`src/rtl/led_display_row_driver.sv`:
```
// ============================================================================
//  Module      : led_display_row_driver
//  Description : Accepts one scan-row pair of RGB pixel data over a
//                valid/ready interface. Serialises it onto a HUB75-style
//                panel bus, then blanks, updates the address, latches, and
//                lights the panel for a fixed time before taking the next row.
//  Revision    : 1.0 - initial release
// ============================================================================
`default_nettype none

module led_display_row_driver #(
    parameter int NUM_COL_PIXELS = 64,
    parameter int BCLK_DIV       = 4,
    parameter int LATCH_CYCLES   = 2,
    parameter int DISPLAY_CYCLES = 256
) (
    input  logic                        clk_in,
    input  logic                        n_reset_in,
    input  logic [6*NUM_COL_PIXELS-1:0] row_in,
    input  logic                        row_valid_in,
    output logic                        row_ready_out,
    input  logic [3:0]                  row_address_in,
    output logic                        bclk_out,
    output logic [2:0]                  rgb0_out,
    output logic [2:0]                  rgb1_out,
    output logic                        latch_out,
    output logic                        blank_out,
    output logic [3:0]                  addr_out
);

    localparam int ROW_W    = 6 * NUM_COL_PIXELS;
    localparam int HALF_DIV = BCLK_DIV / 2;
    localparam int COL_W    = (NUM_COL_PIXELS > 1) ? $clog2(NUM_COL_PIXELS) : 1;
    localparam int PH_W     = (BCLK_DIV > 1) ? $clog2(BCLK_DIV) : 1;
    localparam int HOLD_MAX = (LATCH_CYCLES > DISPLAY_CYCLES) ? LATCH_CYCLES : DISPLAY_CYCLES;
    localparam int CNT_W    = (HOLD_MAX > 1) ? $clog2(HOLD_MAX) : 1;

    localparam logic [COL_W-1:0] c_LAST_COL   = COL_W'(NUM_COL_PIXELS - 1);
    localparam logic [PH_W-1:0]  c_PH_RISE    = PH_W'(HALF_DIV - 1);
    localparam logic [PH_W-1:0]  c_PH_LAST    = PH_W'(BCLK_DIV - 1);
    localparam logic [CNT_W-1:0] c_LATCH_LAST = CNT_W'(LATCH_CYCLES - 1);
    localparam logic [CNT_W-1:0] c_DISP_LAST  = CNT_W'(DISPLAY_CYCLES - 1);

    typedef enum logic [2:0] {
        S_IDLE    = 3'd0,
        S_SHIFT   = 3'd1,
        S_BLANK   = 3'd2,
        S_LATCH   = 3'd3,
        S_DISPLAY = 3'd4
    } state_t;

    state_t             r_state;
    logic [ROW_W-1:0]   r_row;       // columns still to be shifted, next column in [5:0]
    logic [3:0]         r_addr_cap;  // address captured with the row
    logic [COL_W-1:0]   r_col;       // column currently on the bus
    logic [PH_W-1:0]    r_ph;        // clock index within the current bclk period
    logic [CNT_W-1:0]   r_cnt;       // latch / display duration counter
    logic               r_ready;
    logic               r_bclk;
    logic [2:0]         r_rgb0;
    logic [2:0]         r_rgb1;
    logic               r_latch;
    logic               r_blank;
    logic [3:0]         r_addr;

    // Row sequencer: capture, shift out, blank, latch, display, then back to idle.
    // Every panel output is a register so the bus never sees combinational glitches.
    always_ff @(posedge clk_in or negedge n_reset_in) begin
        if (!n_reset_in) begin
            r_state    <= S_IDLE;
            r_row      <= '0;
            r_addr_cap <= '0;
            r_col      <= '0;
            r_ph       <= '0;
            r_cnt      <= '0;
            r_ready    <= 1'b1;
            r_bclk     <= 1'b0;
            r_rgb0     <= '0;
            r_rgb1     <= '0;
            r_latch    <= 1'b0;
            r_blank    <= 1'b1;
            r_addr     <= '0;
        end else begin
            case (r_state)
                S_IDLE: begin
                    // Ready is always high here, so valid alone completes the handshake.
                    // Column 0 is placed on the bus straight away so the first
                    // low phase of bclk already carries valid data.
                    if (row_valid_in) begin
                        r_row      <= row_in >> 6;
                        r_addr_cap <= row_address_in;
                        r_rgb0     <= row_in[2:0];
                        r_rgb1     <= row_in[5:3];
                        r_bclk     <= 1'b0;
                        r_col      <= '0;
                        r_ph       <= '0;
                        r_ready    <= 1'b0;
                        r_state    <= S_SHIFT;
                    end
                end

                S_SHIFT: begin
                    if (r_ph == c_PH_LAST) begin
                        // End of a bclk period: fall, and either present the
                        // next column or finish the row with a quiet bus.
                        r_ph   <= '0;
                        r_bclk <= 1'b0;
                        if (r_col == c_LAST_COL) begin
                            r_col   <= '0;
                            r_rgb0  <= '0;
                            r_rgb1  <= '0;
                            r_blank <= 1'b1;
                            r_state <= S_BLANK;
                        end else begin
                            r_col  <= r_col + 1'b1;
                            r_rgb0 <= r_row[2:0];
                            r_rgb1 <= r_row[5:3];
                            r_row  <= r_row >> 6;
                        end
                    end else begin
                        r_ph <= r_ph + 1'b1;
                        if (r_ph == c_PH_RISE) begin
                            r_bclk <= 1'b1;
                        end
                    end
                end

                S_BLANK: begin
                    // The address moves one clock after blank rises, so the
                    // row drivers never switch while the panel is lit.
                    r_addr  <= r_addr_cap;
                    r_latch <= 1'b1;
                    r_cnt   <= '0;
                    r_state <= S_LATCH;
                end

                S_LATCH: begin
                    if (r_cnt == c_LATCH_LAST) begin
                        r_cnt   <= '0;
                        r_latch <= 1'b0;
                        r_blank <= 1'b0;
                        r_state <= S_DISPLAY;
                    end else begin
                        r_cnt <= r_cnt + 1'b1;
                    end
                end

                S_DISPLAY: begin
                    // Blank stays low on exit; the panel keeps showing this row.
                    if (r_cnt == c_DISP_LAST) begin
                        r_cnt   <= '0;
                        r_ready <= 1'b1;
                        r_state <= S_IDLE;
                    end else begin
                        r_cnt <= r_cnt + 1'b1;
                    end
                end

                default: begin
                    r_state <= S_IDLE;
                    r_ready <= 1'b1;
                end
            endcase
        end
    end

    assign row_ready_out = r_ready;
    assign bclk_out      = r_bclk;
    assign rgb0_out      = r_rgb0;
    assign rgb1_out      = r_rgb1;
    assign latch_out     = r_latch;
    assign blank_out     = r_blank;
    assign addr_out      = r_addr;

endmodule

`default_nettype wire

```
`config.mk`:
```
export PLATFORM = sky130hd
export DESIGN_NAME = led_display_row_driver
export DESIGN_NICKNAME = d
export VERILOG_FILES = /design/src/rtl/led_display_row_driver.sv
export SDC_FILE = /design/constraint.sdc
export NUM_CORES = 1
export LEC_CHECK = 0
export ABC_CLOCK_PERIOD_IN_PS = 6100
export BUFFER_PORTS_ARGS = -buffer_cell sky130_fd_sc_hd__buf_2
export CAP_MARGIN = 20
export CORE_ASPECT_RATIO = 0.9
export CORE_MARGIN = 2
export CORE_UTILIZATION = 50
export DETAILED_ROUTE_END_ITERATION = 12
export PLACE_DENSITY_LB_ADDON = 0.12
export SYNTH_ARGS = -nofsm -noshare
export SYNTH_HDL_FRONTEND = slang
export SYNTH_SLANG_ARGS = --single-unit
```
`constraint.sdc`:
```
create_clock -name clk_in -period 6.1 [get_ports clk_in]
set_input_delay 1.22 -clock clk_in [delete_from_list [all_inputs] [get_ports clk_in]]
set_output_delay 1.22 -clock clk_in [all_outputs]
set_load 0.02 [all_outputs]
```
==> results.yml <==
worst_hold_path:
  hp-class: "reg2reg"
grt:
  gr-total-overflow: 0
  grtUsageMet2_pct: 34.5
  track_usage_pct: 21.1
  antenna_found_initial: 20
  grt_use_met1_pct: 26.5
  met3_usage_pct: 6.97
  gr-max-usage-layer: "met2"
  grt_max_degree: 187
  grt_pass1_wl_microns: 72100
  grt_pass1_vias: 13300
route:
  drt_iter0_drc: 660
  final_antenna_net_count: 0
  wire_per_inst_microns: 19.3
  via_per_inst: 5.26
  drc_errors: 0
  drt-pass1-iter-count: 6
  num_vias: 12500
  wirelength_microns: 45900
synthesis:
  ys_types: 46
  synth_top_area_share_pct: 49.4
  netlist_instances: 1413
  yosys_register_bits: 415
  synth.top_cells.by_area: "dfrtp_1 (49%), mux2_2 (36%), mux2_4 (5.7%)"
  synth.cell_area_sq_um: 20900
  synth_common_cells: "mux2_2 (669), dfrtp_1 (413), mux2_4 (80)"
  syn-num-nets: 1809
  syn_avg_cell_area_sq_um: 14.8
  ys_dominant_reg_cell: "dfrtp_1"
  yosysSeqAreaShare_pct: 49.6
  synth_edf_count: 0
  yosys_warnings: 0
  synth.most_common_cell: "mux2_2"
  synth_top_cell_by_area: "dfrtp_1"
  async_reset_ff_share_pct: 100
critical_path:
  cpMaxStageDelayCell: "or3b_4"
  worst-path-max-fanout: 186
  worstPathArrival_ns: 4.44
  cp.required_ns: 6.54
  critPathKind: "reg2reg"
  end_kind: "register"
  start_kind: "register"
  crit_chain: "or3b_4, buf_12, buf_4, mux2_2, mux2_4"
  cpPeakStageDelay_ns: 0.86
place:
  dp.final_hpwl_microns: 31600
  dp.cells: 2286
  placed_cell_area_sq_um: 23000
  io_buffers: 404
  place.gp.congestion: 0.772
layout:
  multi_input_comb_area_sq_um: 9640
  fin_area_sq_um: 24500
  ff_latch_area_sq_um: 10400
  drive_gt1_share_pct: 68.6
  fin_util_pct: 58.8
  final_cells: 2374
  nets: 2182
  syn_to_final_growth_pct: 16.9
  fillers: 3422
clock_tree:
  cts_max_level: 2
  path_clk_slew_ns: 0.06
  post_cts_buffers: 0
  clock-sinks: 415
  clock_tree.buffer_depth: 3
  cts-resized-gates: 0
  clk_latency_ns: 0.56
  clockRootBuffer: "clkbuf_16"
  cts-buffers-inserted: 45
  cts_tree: "done"
  cts_hold_buf: 0
outcome:
  status: "complete, no violations"
timing:
  finalSetupViolCount: 0
  relSlewSlack_pct: 23.5
  max_freq_ghz: 0.249
  skew_ns: 0.0131
  rsz0062_at_grt: "false"
  tightest_slew_ns: 1.15
  fin_crit_ns: 4.01
  final-max-slew-violation-count: 0
  min_period_over_period_pct: 65.7
  final.setup.tns_ns: 0
  final_hold_viol_count: 0
job:
  max_cap_viol_count: 0
floorplan:
  die_w_microns: 220
  boundaryPins: 405
  die_y_microns: 198
  dieArea_sq_um: 43500
  num_rows: 71
  start_util_pct: 50.3
  core_area_sq_um: 41600
pwr:
  ir_worst_vdd_v: 0.000198
  power_density_nw_per_um2: 232
  p_total_mw: 5.69
  p_leak_nw: 12.6
-- routing by layer --
metal / share of wire (%) / vias up
met5: 0.31 / -
met1: 43 / 6246
met2: 48 / 264
li1: - / 5876
met3: 7.4 / 70
met4: 1.9 / 22
-- worst max-delay path: cells and delay by family, from the launching register on --
kind                   cells  cell delay [ns]
buffers and inverters      2             1.46
and+or+nand+nor            1             0.86
muxes                      2             0.69
DFF                        1             0.49
-- path summary, 6_finish.rpt --
kind / from / to / slack, ns / cells past startpoint
worst max-delay path: r_state[0] / r_row[270] / 2.09 / 5
worst min-delay path: r_addr_cap[1] / r_addr_cap[1] / 0.48 / 2
worst max register to register: r_state[0] / r_row[270] / 2.09 / 5
worst min register to register: r_addr_cap[1] / r_addr_cap[1] / 0.48 / 2
max in group asynchronous: n_reset_in / r_row[18] / 4.28 / 2
min in group asynchronous: n_reset_in / r_row[286] / 0.61 / 1
-- cell families (layout without fill, tap and decap cells) --
kind of cell / Yosys count / after routing / share of synthesized area [%]
buf+inv: 101 / 506 / 4.34
fa+ha+maj: 5 / 5 / 0.299
mux: 749 / 749 / 41.7
other cells: 0 / 9 / 0
compound gates: 59 / 59 / 1.99
simple gates: 84 / 84 / 1.99
flops: 415 / 415 / 49.6
-- placed cells by master (no fill, tap or decap), types with 2 or more instances in the layout --
master / n
mux2_4: 80
buf_2: 403
buf_12: 6
a22o_1: 8
mux2_2: 669
a21o_1: 2
buf_4: 9
inv_1: 8
nor3_1: 3
nand2b_1: 4
o21bai_1: 3
nor2_1: 10
o21ai_0: 13
nand3_1: 7
clkbuf_8: 17
ha_1: 5
diode_2: 9
a31oi_1: 3
a22oi_1: 8
and2_1: 3
and3_1: 6
dfrtp_1: 413
o211ai_1: 3
nor2b_1: 3
or2_2: 2
dfstp_2: 2
a21oi_1: 5
bufinv_16: 2
clkbuf_16: 45
o31ai_1: 3
o22ai_1: 4
nand2_1: 39
clkbuf_1: 11
clkinv_2: 4
-- power by group --
group	switching (mW)	leakage (nW)	total, mW	internal (mW)
combinational	0.0919	6.15	0.188	0.0964
sequential	0.00200	5.76	2.76	2.76
clock	1.10	0.734	2.74	1.64
-- layout make-up --
| type | count | area share, % |
|---|---|---|
| flip-flops and latches | 415 | 42.5 |
| multi-input cells | 897 | 39.4 |
| repair buffers | 419 | 9.07 |
| clock buffers | 73 | 5.73 |
| well taps | 547 | 2.80 |
| clock inverters | 6 | 0.327 |
| inverters | 8 | 0.123 |
| diodes | 9 | 0.0921 |
-- registers in the layout (all words and copies together), names as in the netlist --
| name | flops |
|---|---|
| row_ready_out | 1 |
| rgb1_out | 3 |
| r_col | 6 |
| r_row | 378 |
| r_cnt | 8 |
| r_addr_cap | 4 |
| latch_out | 1 |
| blank_out | 1 |
| addr_out | 4 |
| rgb0_out | 3 |
| bclk_out | 1 |
| r_ph | 2 |
| r_state | 3 |
-- through the flow --
| step | setup WS, ns | hold slack [ns] |
|---|---|---|
| final | 2.09 | 0.478 |
| after global routing | 1.87 | 0.516 |
| after CTS | 2.15 | 0.477 |
| after detailed placement | 2.17 | 0.458 |
| after global placement | 2.28 | 0.454 |
| after floorplan | 3.50 | 0.435 |
No activity file was read; power rests on OpenSTA's default activity.
